File: src/rtl/ctu_clsp_pllreq_if.sv
// ctu_clsp_pllreq_if: request/status bundle between the reset
// sequencer side (master) and the PLL relock requester (slave).
interface ctu_clsp_pllreq_if;
  logic wrm_rst_req;
  logic fc_req;
  logic tst_rst_req;
  logic pll_locked_jl;
  logic clr_err;
  logic wrm_rst_ref;
  logic wrm_rst_fc_ref;
  logic tst_rst_ref;
  logic req_busy;
  logic relock_done;
  logic req_drop;
  logic relock_err;

  modport master (
    output wrm_rst_req,
    output fc_req,
    output tst_rst_req,
    output pll_locked_jl,
    output clr_err,
    input  wrm_rst_ref,
    input  wrm_rst_fc_ref,
    input  tst_rst_ref,
    input  req_busy,
    input  relock_done,
    input  req_drop,
    input  relock_err
  );

  modport slave (
    input  wrm_rst_req,
    input  fc_req,
    input  tst_rst_req,
    input  pll_locked_jl,
    input  clr_err,
    output wrm_rst_ref,
    output wrm_rst_fc_ref,
    output tst_rst_ref,
    output req_busy,
    output relock_done,
    output req_drop,
    output relock_err
  );
endinterface

File: src/rtl/ctu_clsp_pllreq.sv
// ctu_clsp_pllreq: jbus_clk-side PLL relock requester.
// Optional CTU_PLLREQ_QUEUE_EN adds a one-entry pending request queue.
module ctu_clsp_pllreq #(
  parameter int unsigned REQ_HOLD_CNT = 8,
  parameter logic [15:0] DROP_TO      = 16'h0100,
  parameter logic [15:0] LCK_TO       = 16'hFFFF
) (
  input logic               jbus_clk,
  input logic               rst_l,
  ctu_clsp_pllreq_if.slave  bus
);

  localparam int I_IDLE  = 0;
  localparam int I_ASRT  = 1;
  localparam int I_REL   = 2;
  localparam int I_WDROP = 3;
  localparam int I_WLCK  = 4;
  localparam int I_DONE  = 5;
  localparam int I_ERR   = 6;

  typedef enum logic [6:0] {
    S_IDLE  = 7'b0000001,
    S_ASRT  = 7'b0000010,
    S_REL   = 7'b0000100,
    S_WDROP = 7'b0001000,
    S_WLCK  = 7'b0010000,
    S_DONE  = 7'b0100000,
    S_ERR   = 7'b1000000
  } state_t;

  localparam logic [15:0] HOLD_M1 = 16'(REQ_HOLD_CNT - 1);
  localparam logic [15:0] DROP_M1 = DROP_TO - 16'd1;
  localparam logic [15:0] LCK_M1  = LCK_TO - 16'd1;

  state_t      r_state;
  logic [15:0] r_cnt;
  logic [15:0] r_gap;
  logic [2:0]  r_ref;
  logic        r_seen;
  logic        r_drop;
  logic        r_err;
`ifdef CTU_PLLREQ_QUEUE_EN
  logic        r_q_vld;
  logic [2:0]  r_q_type;
`endif

  logic [2:0]  w_req;
  logic [2:0]  w_sel;
  logic        w_any;
  logic        w_multi;
  logic        w_gap_ok;
  logic        w_lock;

  // request vector is {fc, wrm, tst}; fc has highest priority
  assign w_req    = {bus.fc_req, bus.wrm_rst_req, bus.tst_rst_req};
  assign w_any    = |w_req;
  assign w_sel    = w_req[2] ? 3'b100 :
                    w_req[1] ? 3'b010 :
                    {2'b00, w_req[0]};
  assign w_multi  = w_any & (w_req != w_sel);
  assign w_gap_ok = (r_gap == 16'd0);
  assign w_lock   = bus.pll_locked_jl;

  // relock sequencer; r_gap enforces the low time between ref pulses
  always_ff @(posedge jbus_clk) begin
    if (!rst_l) begin
      r_state  <= S_IDLE;
      r_cnt    <= '0;
      r_gap    <= '0;
      r_ref    <= '0;
      r_seen   <= 1'b0;
      r_drop   <= 1'b0;
      r_err    <= 1'b0;
`ifdef CTU_PLLREQ_QUEUE_EN
      r_q_vld  <= 1'b0;
      r_q_type <= '0;
`endif
    end else begin
      r_drop <= 1'b0;
      if (!w_gap_ok) r_gap <= r_gap - 16'd1;
      if (bus.clr_err) r_err <= 1'b0;

      unique case (1'b1)
        r_state[I_IDLE]: begin
          r_cnt  <= '0;
          r_seen <= 1'b0;
`ifdef CTU_PLLREQ_QUEUE_EN
          if (r_q_vld) begin
            r_drop <= w_any;
            if (w_gap_ok && w_lock) begin
              r_ref   <= r_q_type;
              r_q_vld <= 1'b0;
              r_state <= S_ASRT;
            end
          end else if (w_any) begin
            if (!w_lock) begin
              r_drop <= 1'b1;
            end else if (w_gap_ok) begin
              r_ref   <= w_sel;
              r_drop  <= w_multi;
              r_state <= S_ASRT;
            end else begin
              r_q_vld  <= 1'b1;
              r_q_type <= w_sel;
              r_drop   <= w_multi;
            end
          end
`else
          if (w_any) begin
            if (w_lock && w_gap_ok) begin
              r_ref   <= w_sel;
              r_drop  <= w_multi;
              r_state <= S_ASRT;
            end else begin
              r_drop <= 1'b1;
            end
          end
`endif
        end
        r_state[I_ASRT]: begin
          if (!w_lock) r_seen <= 1'b1;
          if (r_cnt == HOLD_M1) begin
            r_ref   <= '0;
            r_cnt   <= '0;
            r_gap   <= HOLD_M1;
            r_state <= S_REL;
          end else begin
            r_cnt <= r_cnt + 16'd1;
          end
        end
        r_state[I_REL]: begin
          r_cnt   <= '0;
          r_state <= (r_seen || !w_lock) ? S_WLCK : S_WDROP;
        end
        r_state[I_WDROP]: begin
          if (!w_lock) begin
            r_cnt   <= '0;
            r_state <= S_WLCK;
          end else if (r_cnt == DROP_M1) begin
            r_state <= S_ERR;
          end else begin
            r_cnt <= r_cnt + 16'd1;
          end
        end
        r_state[I_WLCK]: begin
          if (w_lock) begin
            r_state <= S_DONE;
          end else if (r_cnt == LCK_M1) begin
            r_state <= S_ERR;
          end else begin
            r_cnt <= r_cnt + 16'd1;
          end
        end
        r_state[I_DONE]: begin
          r_gap   <= HOLD_M1;
          r_state <= S_IDLE;
        end
        r_state[I_ERR]: begin
          r_err   <= 1'b1;
          r_gap   <= HOLD_M1;
          r_state <= S_IDLE;
`ifdef CTU_PLLREQ_QUEUE_EN
          r_drop  <= w_any | r_q_vld;
          r_q_vld <= 1'b0;
`else
          r_drop  <= w_any;
`endif
        end
        default: begin
          r_ref   <= '0;
          r_state <= S_IDLE;
        end
      endcase

      if (!r_state[I_IDLE] && !r_state[I_ERR] && w_any) begin
`ifdef CTU_PLLREQ_QUEUE_EN
        if (!r_q_vld) begin
          r_q_vld  <= 1'b1;
          r_q_type <= w_sel;
          r_drop   <= w_multi;
        end else begin
          r_drop <= 1'b1;
        end
`else
        r_drop <= 1'b1;
`endif
      end
    end
  end

  assign bus.wrm_rst_fc_ref = r_ref[2];
  assign bus.wrm_rst_ref    = r_ref[1];
  assign bus.tst_rst_ref    = r_ref[0];
  assign bus.req_busy       = ~r_state[I_IDLE];
  assign bus.relock_done    = r_state[I_DONE];
  assign bus.req_drop       = r_drop;
  assign bus.relock_err     = r_err;

endmodule

File: src/flat_wrapper.sv
// flat-port wrapper written by rule: the top's interface ports become plain ports
module ctu_clsp_pllreq_flat 
#(
  parameter int unsigned REQ_HOLD_CNT = 8,
  parameter logic [15:0] DROP_TO      = 16'h0100,
  parameter logic [15:0] LCK_TO       = 16'hFFFF
)
  (jbus_clk, rst_l, bus_wrm_rst_req, bus_fc_req, bus_tst_rst_req, bus_pll_locked_jl, bus_clr_err, bus_wrm_rst_ref, bus_wrm_rst_fc_ref, bus_tst_rst_ref, bus_req_busy, bus_relock_done, bus_req_drop, bus_relock_err);
  ctu_clsp_pllreq_if bus_i ();
  input logic jbus_clk;
  input logic rst_l;
  input wire logic [$bits(bus_i.wrm_rst_req)-1:0] bus_wrm_rst_req;
  input wire logic [$bits(bus_i.fc_req)-1:0] bus_fc_req;
  input wire logic [$bits(bus_i.tst_rst_req)-1:0] bus_tst_rst_req;
  input wire logic [$bits(bus_i.pll_locked_jl)-1:0] bus_pll_locked_jl;
  input wire logic [$bits(bus_i.clr_err)-1:0] bus_clr_err;
  output wire logic [$bits(bus_i.wrm_rst_ref)-1:0] bus_wrm_rst_ref;
  output wire logic [$bits(bus_i.wrm_rst_fc_ref)-1:0] bus_wrm_rst_fc_ref;
  output wire logic [$bits(bus_i.tst_rst_ref)-1:0] bus_tst_rst_ref;
  output wire logic [$bits(bus_i.req_busy)-1:0] bus_req_busy;
  output wire logic [$bits(bus_i.relock_done)-1:0] bus_relock_done;
  output wire logic [$bits(bus_i.req_drop)-1:0] bus_req_drop;
  output wire logic [$bits(bus_i.relock_err)-1:0] bus_relock_err;
  assign bus_i.wrm_rst_req = bus_wrm_rst_req;
  assign bus_i.fc_req = bus_fc_req;
  assign bus_i.tst_rst_req = bus_tst_rst_req;
  assign bus_i.pll_locked_jl = bus_pll_locked_jl;
  assign bus_i.clr_err = bus_clr_err;
  assign bus_wrm_rst_ref = bus_i.wrm_rst_ref;
  assign bus_wrm_rst_fc_ref = bus_i.wrm_rst_fc_ref;
  assign bus_tst_rst_ref = bus_i.tst_rst_ref;
  assign bus_req_busy = bus_i.req_busy;
  assign bus_relock_done = bus_i.relock_done;
  assign bus_req_drop = bus_i.req_drop;
  assign bus_relock_err = bus_i.relock_err;
  ctu_clsp_pllreq #(.REQ_HOLD_CNT(REQ_HOLD_CNT), .DROP_TO(DROP_TO), .LCK_TO(LCK_TO)) u_core (.jbus_clk(jbus_clk), .rst_l(rst_l), .bus(bus_i));
endmodule
File: config.mk
export PLATFORM = sky130hd
export DESIGN_NAME = ctu_clsp_pllreq_flat
export DESIGN_NICKNAME = d
export VERILOG_FILES = /design/src/rtl/ctu_clsp_pllreq_if.sv /design/src/rtl/ctu_clsp_pllreq.sv /design/src/flat_wrapper.sv
export SDC_FILE = /design/constraint.sdc
export NUM_CORES = 1
export LEC_CHECK = 0
export CAP_MARGIN = 20
export CORE_MARGIN = 1
export CORE_UTILIZATION = 45
export DETAILED_ROUTE_END_ITERATION = 16
export PLACE_DENSITY_LB_ADDON = 0.08
export SYNTH_ARGS = -nofsm -noshare
export SYNTH_HDL_FRONTEND = slang
export SYNTH_SLANG_ARGS = --single-unit
File: constraint.sdc
create_clock -name jbus_clk -period 2.35 [get_ports jbus_clk]
set_input_delay 0.5875 -clock jbus_clk [delete_from_list [all_inputs] [get_ports jbus_clk]]
set_output_delay 0.5875 -clock jbus_clk [all_outputs]
set_load 0.02 [all_outputs]
* Yosys cells after proc, flatten, opt, wreduce, memory -nomap -nowiden
Index checks and enable logic that the tools add are counted.
** Storage, ports and cells
- Logic and storage cells :: 77
- Input port bits :: 7
- Flip-flop bits (word level) :: 45
** Operators by class
- Add/subtract/negate cells :: 2
- Bitwise operators :: 3
- Eq/ne operators :: 13
- Multiplexer cells :: 32
- Reduce and logical (&&, ||, !) cells :: 19
** Operators by type and width (count)
- two-way mux 16 bit :: 7
- case mux 16 bit (4 select lines) :: 1
- two-way mux 7 bit :: 7
- case mux 7 bit (5 select lines) :: 1
- case mux 16 bit (2 select lines) :: 1
- adder 16 x 1 -> 16 bit (second input constant) :: 1
- equality test 16 bit (second input constant) :: 1
- equality test 16 x 3 -> 1 bit (second input constant) :: 1
- equality test 16 x 8 -> 1 bit (second input constant) :: 1
- zero test 16 bit :: 1
- subtractor 16 x 1 -> 16 bit (second input constant) :: 1
- two-way mux 3 bit :: 4
- != test 2 bit (second input constant) :: 6
- != test 3 bit (second input constant) :: 3
- case mux 3 bit (3 select lines) :: 1
- AND reduction 4 bit :: 2
- two-way mux 1 bit :: 6
- two-way mux 5 bit :: 1
- AND reduction 5 bit :: 1
- OR reduction 5 bit :: 1
- case mux 1 bit (2 select lines) :: 2
- nonzero test 2 bit :: 2
- nonzero test 4 bit :: 1
- OR reduction 2 bit :: 2
- other kinds (9) :: 14

* Depth between registers and ports, before layout
- Word-level depth :: 8
- Depth in mapped cells :: 9
- Depth with buffers taken out :: 8

* Worst setup path before layout
No wires, ideal clock.
- Kind :: reg2reg
- From :: register u_core.r_gap[0]
- To :: register u_core.r_gap[14]
- Data required time :: 2.222 ns
- Period minus slack after synthesis :: 2.055 ns
- Stages on the path, launching flop included :: 9
- Arrival time :: 1.928 ns
- Path slack :: 0.295 ns
- Buffers on the path :: 0
- Cells stage by stage :: dfxtp_1 inv_1 ha_1 nor3b_1 nand4_1 and2_0 or4b_2 xor2_1 nor2_1
** Between the ends
- Longest elaborated chain between the ends :: 4
** RTL lines
- start, declared :: RTL line ctu_clsp_pllreq.sv:37 : logic [15:0] r_gap;
- start signal, assigned :: RTL line ctu_clsp_pllreq.sv:80 : if (!w_gap_ok) r_gap <= r_gap - 16'd1;
- subtractor 16 x 1 -> 16 bit or zero test 16 bit (tied branches) :: RTL line ctu_clsp_pllreq.sv:80, ctu_clsp_pllreq.sv:61
- two-way mux 16 bit (*) :: RTL line ctu_clsp_pllreq.sv:80
- two-way mux 16 bit :: RTL line ctu_clsp_pllreq.sv:122 : if (r_cnt == HOLD_M1) begin
- case mux 16 bit (2 select lines) (*) :: RTL line ctu_clsp_pllreq.sv:83 : unique case (1'b1)
Every way passes the cells marked *; elsewhere a longest branch is shown, timed or not.
A chain may end at the register's enable or synchronous reset.

* Worst setup path after layout
Ends and elaborated chain as after synthesis.

==> flow_results.org <==
** Worst setup path
- Worst setup path class :: reg -> reg
- Walking the worst path, the cells encountered are inv_1 -> ha_1 -> nor3b_2 -> nand4_1 -> and2_0 -> or4b_2 -> xor2_1 -> nor2_1.
- In this run the critical register-to-register path is launched from u_core.r_gap[0].
- Element type at the critical path end :: flop
- In this run the worst path has a maximum fanout of 4.
- The slowest stage of the critical path is the or4b_2 cell.
- Reg-to-reg critical path endpoint :: u_core.r_gap[14]
- The largest single stage delay on the critical path is 0.62 ns.
- The number of cells on the worst reg-to-reg path is 8.
- Slack of the worst reg-to-reg path :: 0.20 ns
- Data arrival time of the worst path :: 2.35 ns
- Required time of the critical path :: 2.55 ns
- STA classifies the critical path startpoint as a flop.

** Worst hold path
- Start point of the worst min-delay path :: u_core.r_ref[0]
- Cells on Worst Hold Path :: 2
- Hold endpoint :: u_core.r_ref[0]
- The worst hold path belongs to the class reg -> reg.

** Die
- The region available for standard cell placement spans 4820 um2.
- Die ar. :: 5420 um2
- The floorplan step set the die width to 73.6 um.
- During I/O placement, the number of pins put on the boundary was 14.
- Die H :: 73.6 um
- For this configuration, the core starts out at a cell density of 47.9%.
- After floorplanning, the core was divided into 25 placement rows.

** Final layout
- Inserted Diodes :: 0
- Of the cells placed in the final design, the portion with a size suffix greater than 1 is 12.7%.
- Post-layout nets :: 308
- Post-layout instance count excluding filler cells :: 366
- Filler cell count :: 492
- Synthesis-to-finish area growth :: 16.0%

** CTS
- CTS saw 45 sinks.
- Inserted Clock Buffers :: 5
- Count of hold-fix buffers inserted at cts :: 0
- Insertion delay of the later-clocked pin in the worst-skew pair :: 0.30 ns
- Number of H-tree branching levels :: 2
- Clock root buffer :: clkbuf_8
- Clock-pin slew was measured on the worst setup and hold paths at 0.09 ns.
- In this run the deepest clock path goes through 2 buffers.
- After clock tree synthesis, the setup repair step added 0 buffers.
- TritonCTS built the clock tree.
- Post-CTS Resized :: 0

** Logic synthesis
- The cell area that synthesis handed to floorplanning was 2310 um2.
- Yosys mapped the design onto 50 distinct sky130hd cell types.
- Count of flip-flops with a built-in enable after synthesis :: 0
- Flip-flop and latch count after synthesis :: 45
- Summed over its instances, the top area cell type makes up 39.0% of the synthesized netlist area.
- In the post-synthesis netlist, the biggest area contributors are dfxtp_1, xnor2_1, nor2_1.
- Post-Synthesis Mean Instance Area :: 8.52 um2
- Synth area leader :: dfxtp_1
- YS warnings :: 0
- In the synthesized netlist the dominant register cell turns out to be dfxtp_1.
- Register area share after synthesis :: 39.0%
- In the synthesized netlist the async set-or-reset flop fraction comes to 0%.
- Cell count after synthesis :: 271
- Syn_nets :: 281

** Timing
- In this run the tightest slew margin relative to its limit is 63.9%.
- Setup violations remaining at the end of the flow were counted as 0.
- The number of max-slew violations in the final report came to 0.
- For the pin with the worst max-slew slack, the measured transition is 0.537 ns.
- Dividing the final minimum period by the clock period gives 91.4%.
- The clock arrives with 0.0105 ns of skew.
- Setup total negative slack on the finished layout was measured at 0 ns.
- For this run, the top clock speed supported by timing is 466 MHz.
- Subtracting the final worst setup slack from the clock period gives 2.15 ns.
- Unrepaired setup endpoints after global routing :: no
- Final hold vios :: 0

** Route
- Once detail routing completed, the nets flagged for antenna violations numbered 0.
- After detailed routing, the number of remaining DRC violations is 0.
- In the routed layout, each cell is associated on average with a via count of 5.22.
- Violation count after the first detailed-routing iteration :: 113
- The routed layout has 1909 vias.
- First drt pass iteration count :: 4
- After detailed routing, the average wire length per cell comes to 12.8 um.
- Routed WL :: 4690 um

** Pwr
- Summed over all cells, the static leakage comes to 0.953 nW.
- Net switching power of the design :: 0.00104 W
- Peak VDD IR :: 458 uV
- Portion of total power attributed to combinational logic :: 42.0%
- Power density normalized to cell area :: 1010 nW/um2
- Cell internal power was estimated by the tool at 0.00167 W.
- Net Sw Frac :: 38.3%
- Clock network fraction of design power :: 18.0%
- Fraction of power consumed by sequential logic :: 40.0%

** Global route
- The number of antenna violations at the first check in global routing was 0.
- The number of global-route vias before repair came to 1841.
- Total global routing overflow :: 0
- The first global-routing pass estimated 8130 um of wire.
- Global routing consumed, over all layers together, 19.2% of the routing resources.
- Entering global routing, the biggest net connects 16 pins.

** Place
- Including well taps, the total number of placed cells is 358.
- Count of input and output buffers :: 13
- Placed wire-length estimate :: 3400 um
- At the end of routability-driven placement, the weighted congestion stood at 0.785.

** Job
- Across the run, the number of max-cap violations was 0.

** Status
- Run status :: finished, final reports clean
per-layer routing:
metal  global-route usage, %  vias to the layer above  part of all wire, %
li1                        -                     1005                    -
met1                    25.6                      877                   50
met2                    32.1                       25                   46
met3                    3.70                        2                  3.7
met4                    3.85                        0                 0.28
met5                       0                        -                    0
critical path, delay by kind of cell (launching register included):
kind | cells | cell delay (ns)
AND/OR/NAND/NOR | 5 | 1.19
flip-flops | 1 | 0.38
buffers and inverters | 1 | 0.07
XOR/XNOR | 1 | 0.17
adder cells (fa/ha/maj) | 1 | 0.23
metrics by stage:
| step | util (%) | total power [W] | cell area (um2) | hold WS, ns | setup WS, ns |
|---|---|---|---|---|---|
| finish | 55.6 | 0.00270 | 2680 | 0.452 | 0.202 |
| global route | 55.6 | 0.00293 | 2680 | 0.477 | 0.0379 |
| CTS | 55.5 | 0.00273 | 2670 | 0.458 | 0.135 |
| detailed placement | 53.6 | 0.00223 | 2580 | 0.444 | 0.0255 |
| global placement | 53.6 | 0.00221 | 2580 | 0.441 | 0.0437 |
| floorplan | - | 0.00193 | 2310 | 0.456 | 0.295 |
final cells by class:
| cell class | instances | area [um2] | area share [%] |
|---|---|---|---|
| Sequential cell | 45 | 901 | 33.6 |
| Clock inverter | 3 | 22.5 | 0.841 |
| Tap cell | 67 | 83.8 | 3.13 |
| Clock buffer | 5 | 68.8 | 2.57 |
| Inverter | 9 | 33.8 | 1.26 |
| Multi-Input combinational cell | 209 | 1330 | 49.5 |
| Timing Repair Buffer | 28 | 243 | 9.06 |
power groups by stage:
| stage | combinational, W | clock, W | sequential (W) |
|---|---|---|---|
| after detailed placement | 0.00113 | 0 | 0.00110 |
| after global placement | 0.00111 | 0 | 0.00110 |
| final | 0.00113 | 0.000486 | 0.00108 |
| after global routing | 0.00129 | 0.000535 | 0.00111 |
| after floorplan | 0.000850 | 0 | 0.00108 |
| after CTS | 0.00114 | 0.000507 | 0.00108 |
logic make-up after synthesis:
group	share of synthesized area, %
AO/OA/AOI/OAI	12.8
XOR/XNOR	9.86
adder cells (fa/ha/maj)	2.06
buffers and inverters	3.79
flip-flops	39.0
multiplexers	1.30
AND/OR/NAND/NOR	31.1
state kept, by name, indices dropped and copies added (netlist names):
register,count
u_core.bus.relock_err,1
u_core.bus.req_drop,1
u_core.r_cnt,16
u_core.r_gap,16
u_core.r_ref,3
u_core.r_seen,1
u_core.r_state,7
how the worst max path moves through the flow:
| stage | from | endpoint | slack, ns | depth (start not counted) |
|---|---|---|---|---|
| after global placement | bus_pll_locked_jl | u_core.r_cnt[4] | 0.04 | 8 |
| after detailed placement | bus_pll_locked_jl | u_core.r_cnt[5] | 0.03 | 8 |
| after CTS | u_core.r_gap[0] | u_core.r_ref[0] | 0.14 | 8 |
| after global routing | u_core.r_gap[1] | u_core.r_gap[15] | 0.04 | 9 |
| final | u_core.r_gap[0] | u_core.r_gap[14] | 0.20 | 8 |
| after floorplan | u_core.r_gap[0] | u_core.r_gap[14] | 0.29 | 8 |
synthesized netlist by cell type, types with 2 or more instances:
cell      instances
xor2_1            4
buf_2             2
ha_1              3
or2_2             2
mux2i_1           3
nor3_1            7
nor4_4            4
nor2b_1           5
inv_1             9
xnor2_1          22
nand2b_1          2
nand2_1          30
o21a_1            4
nor3b_1           4
a211oi_1          6
dfxtp_1          45
a21boi_0          3
nor4_1            7
nand4_1           8
and2_1            2
o21ai_0           4
a21oi_1          16
clkbuf_1          3
nor2_1           40
or4_1             2
nand3_1          10
cell usage in the layout (no fill, tap or decap), types with 4 or more instances in the layout:
| cell | instances |
|---|---|
| buf_4 | 15 |
| nand2_1 | 30 |
| o21ai_0 | 4 |
| a211oi_1 | 6 |
| nor4_4 | 4 |
| nor2_1 | 40 |
| clkdlybuf4s50_1 | 13 |
| inv_1 | 9 |
| nand3_1 | 10 |
| xnor2_1 | 22 |
| nor3_1 | 7 |
| dfxtp_1 | 45 |
| nor4_1 | 7 |
| a21oi_1 | 16 |
| nand4_1 | 8 |
| nor2b_1 | 5 |
| xor2_1 | 4 |
| o21a_1 | 4 |
| clkbuf_8 | 5 |
Power figures use the tool's default switching activity.
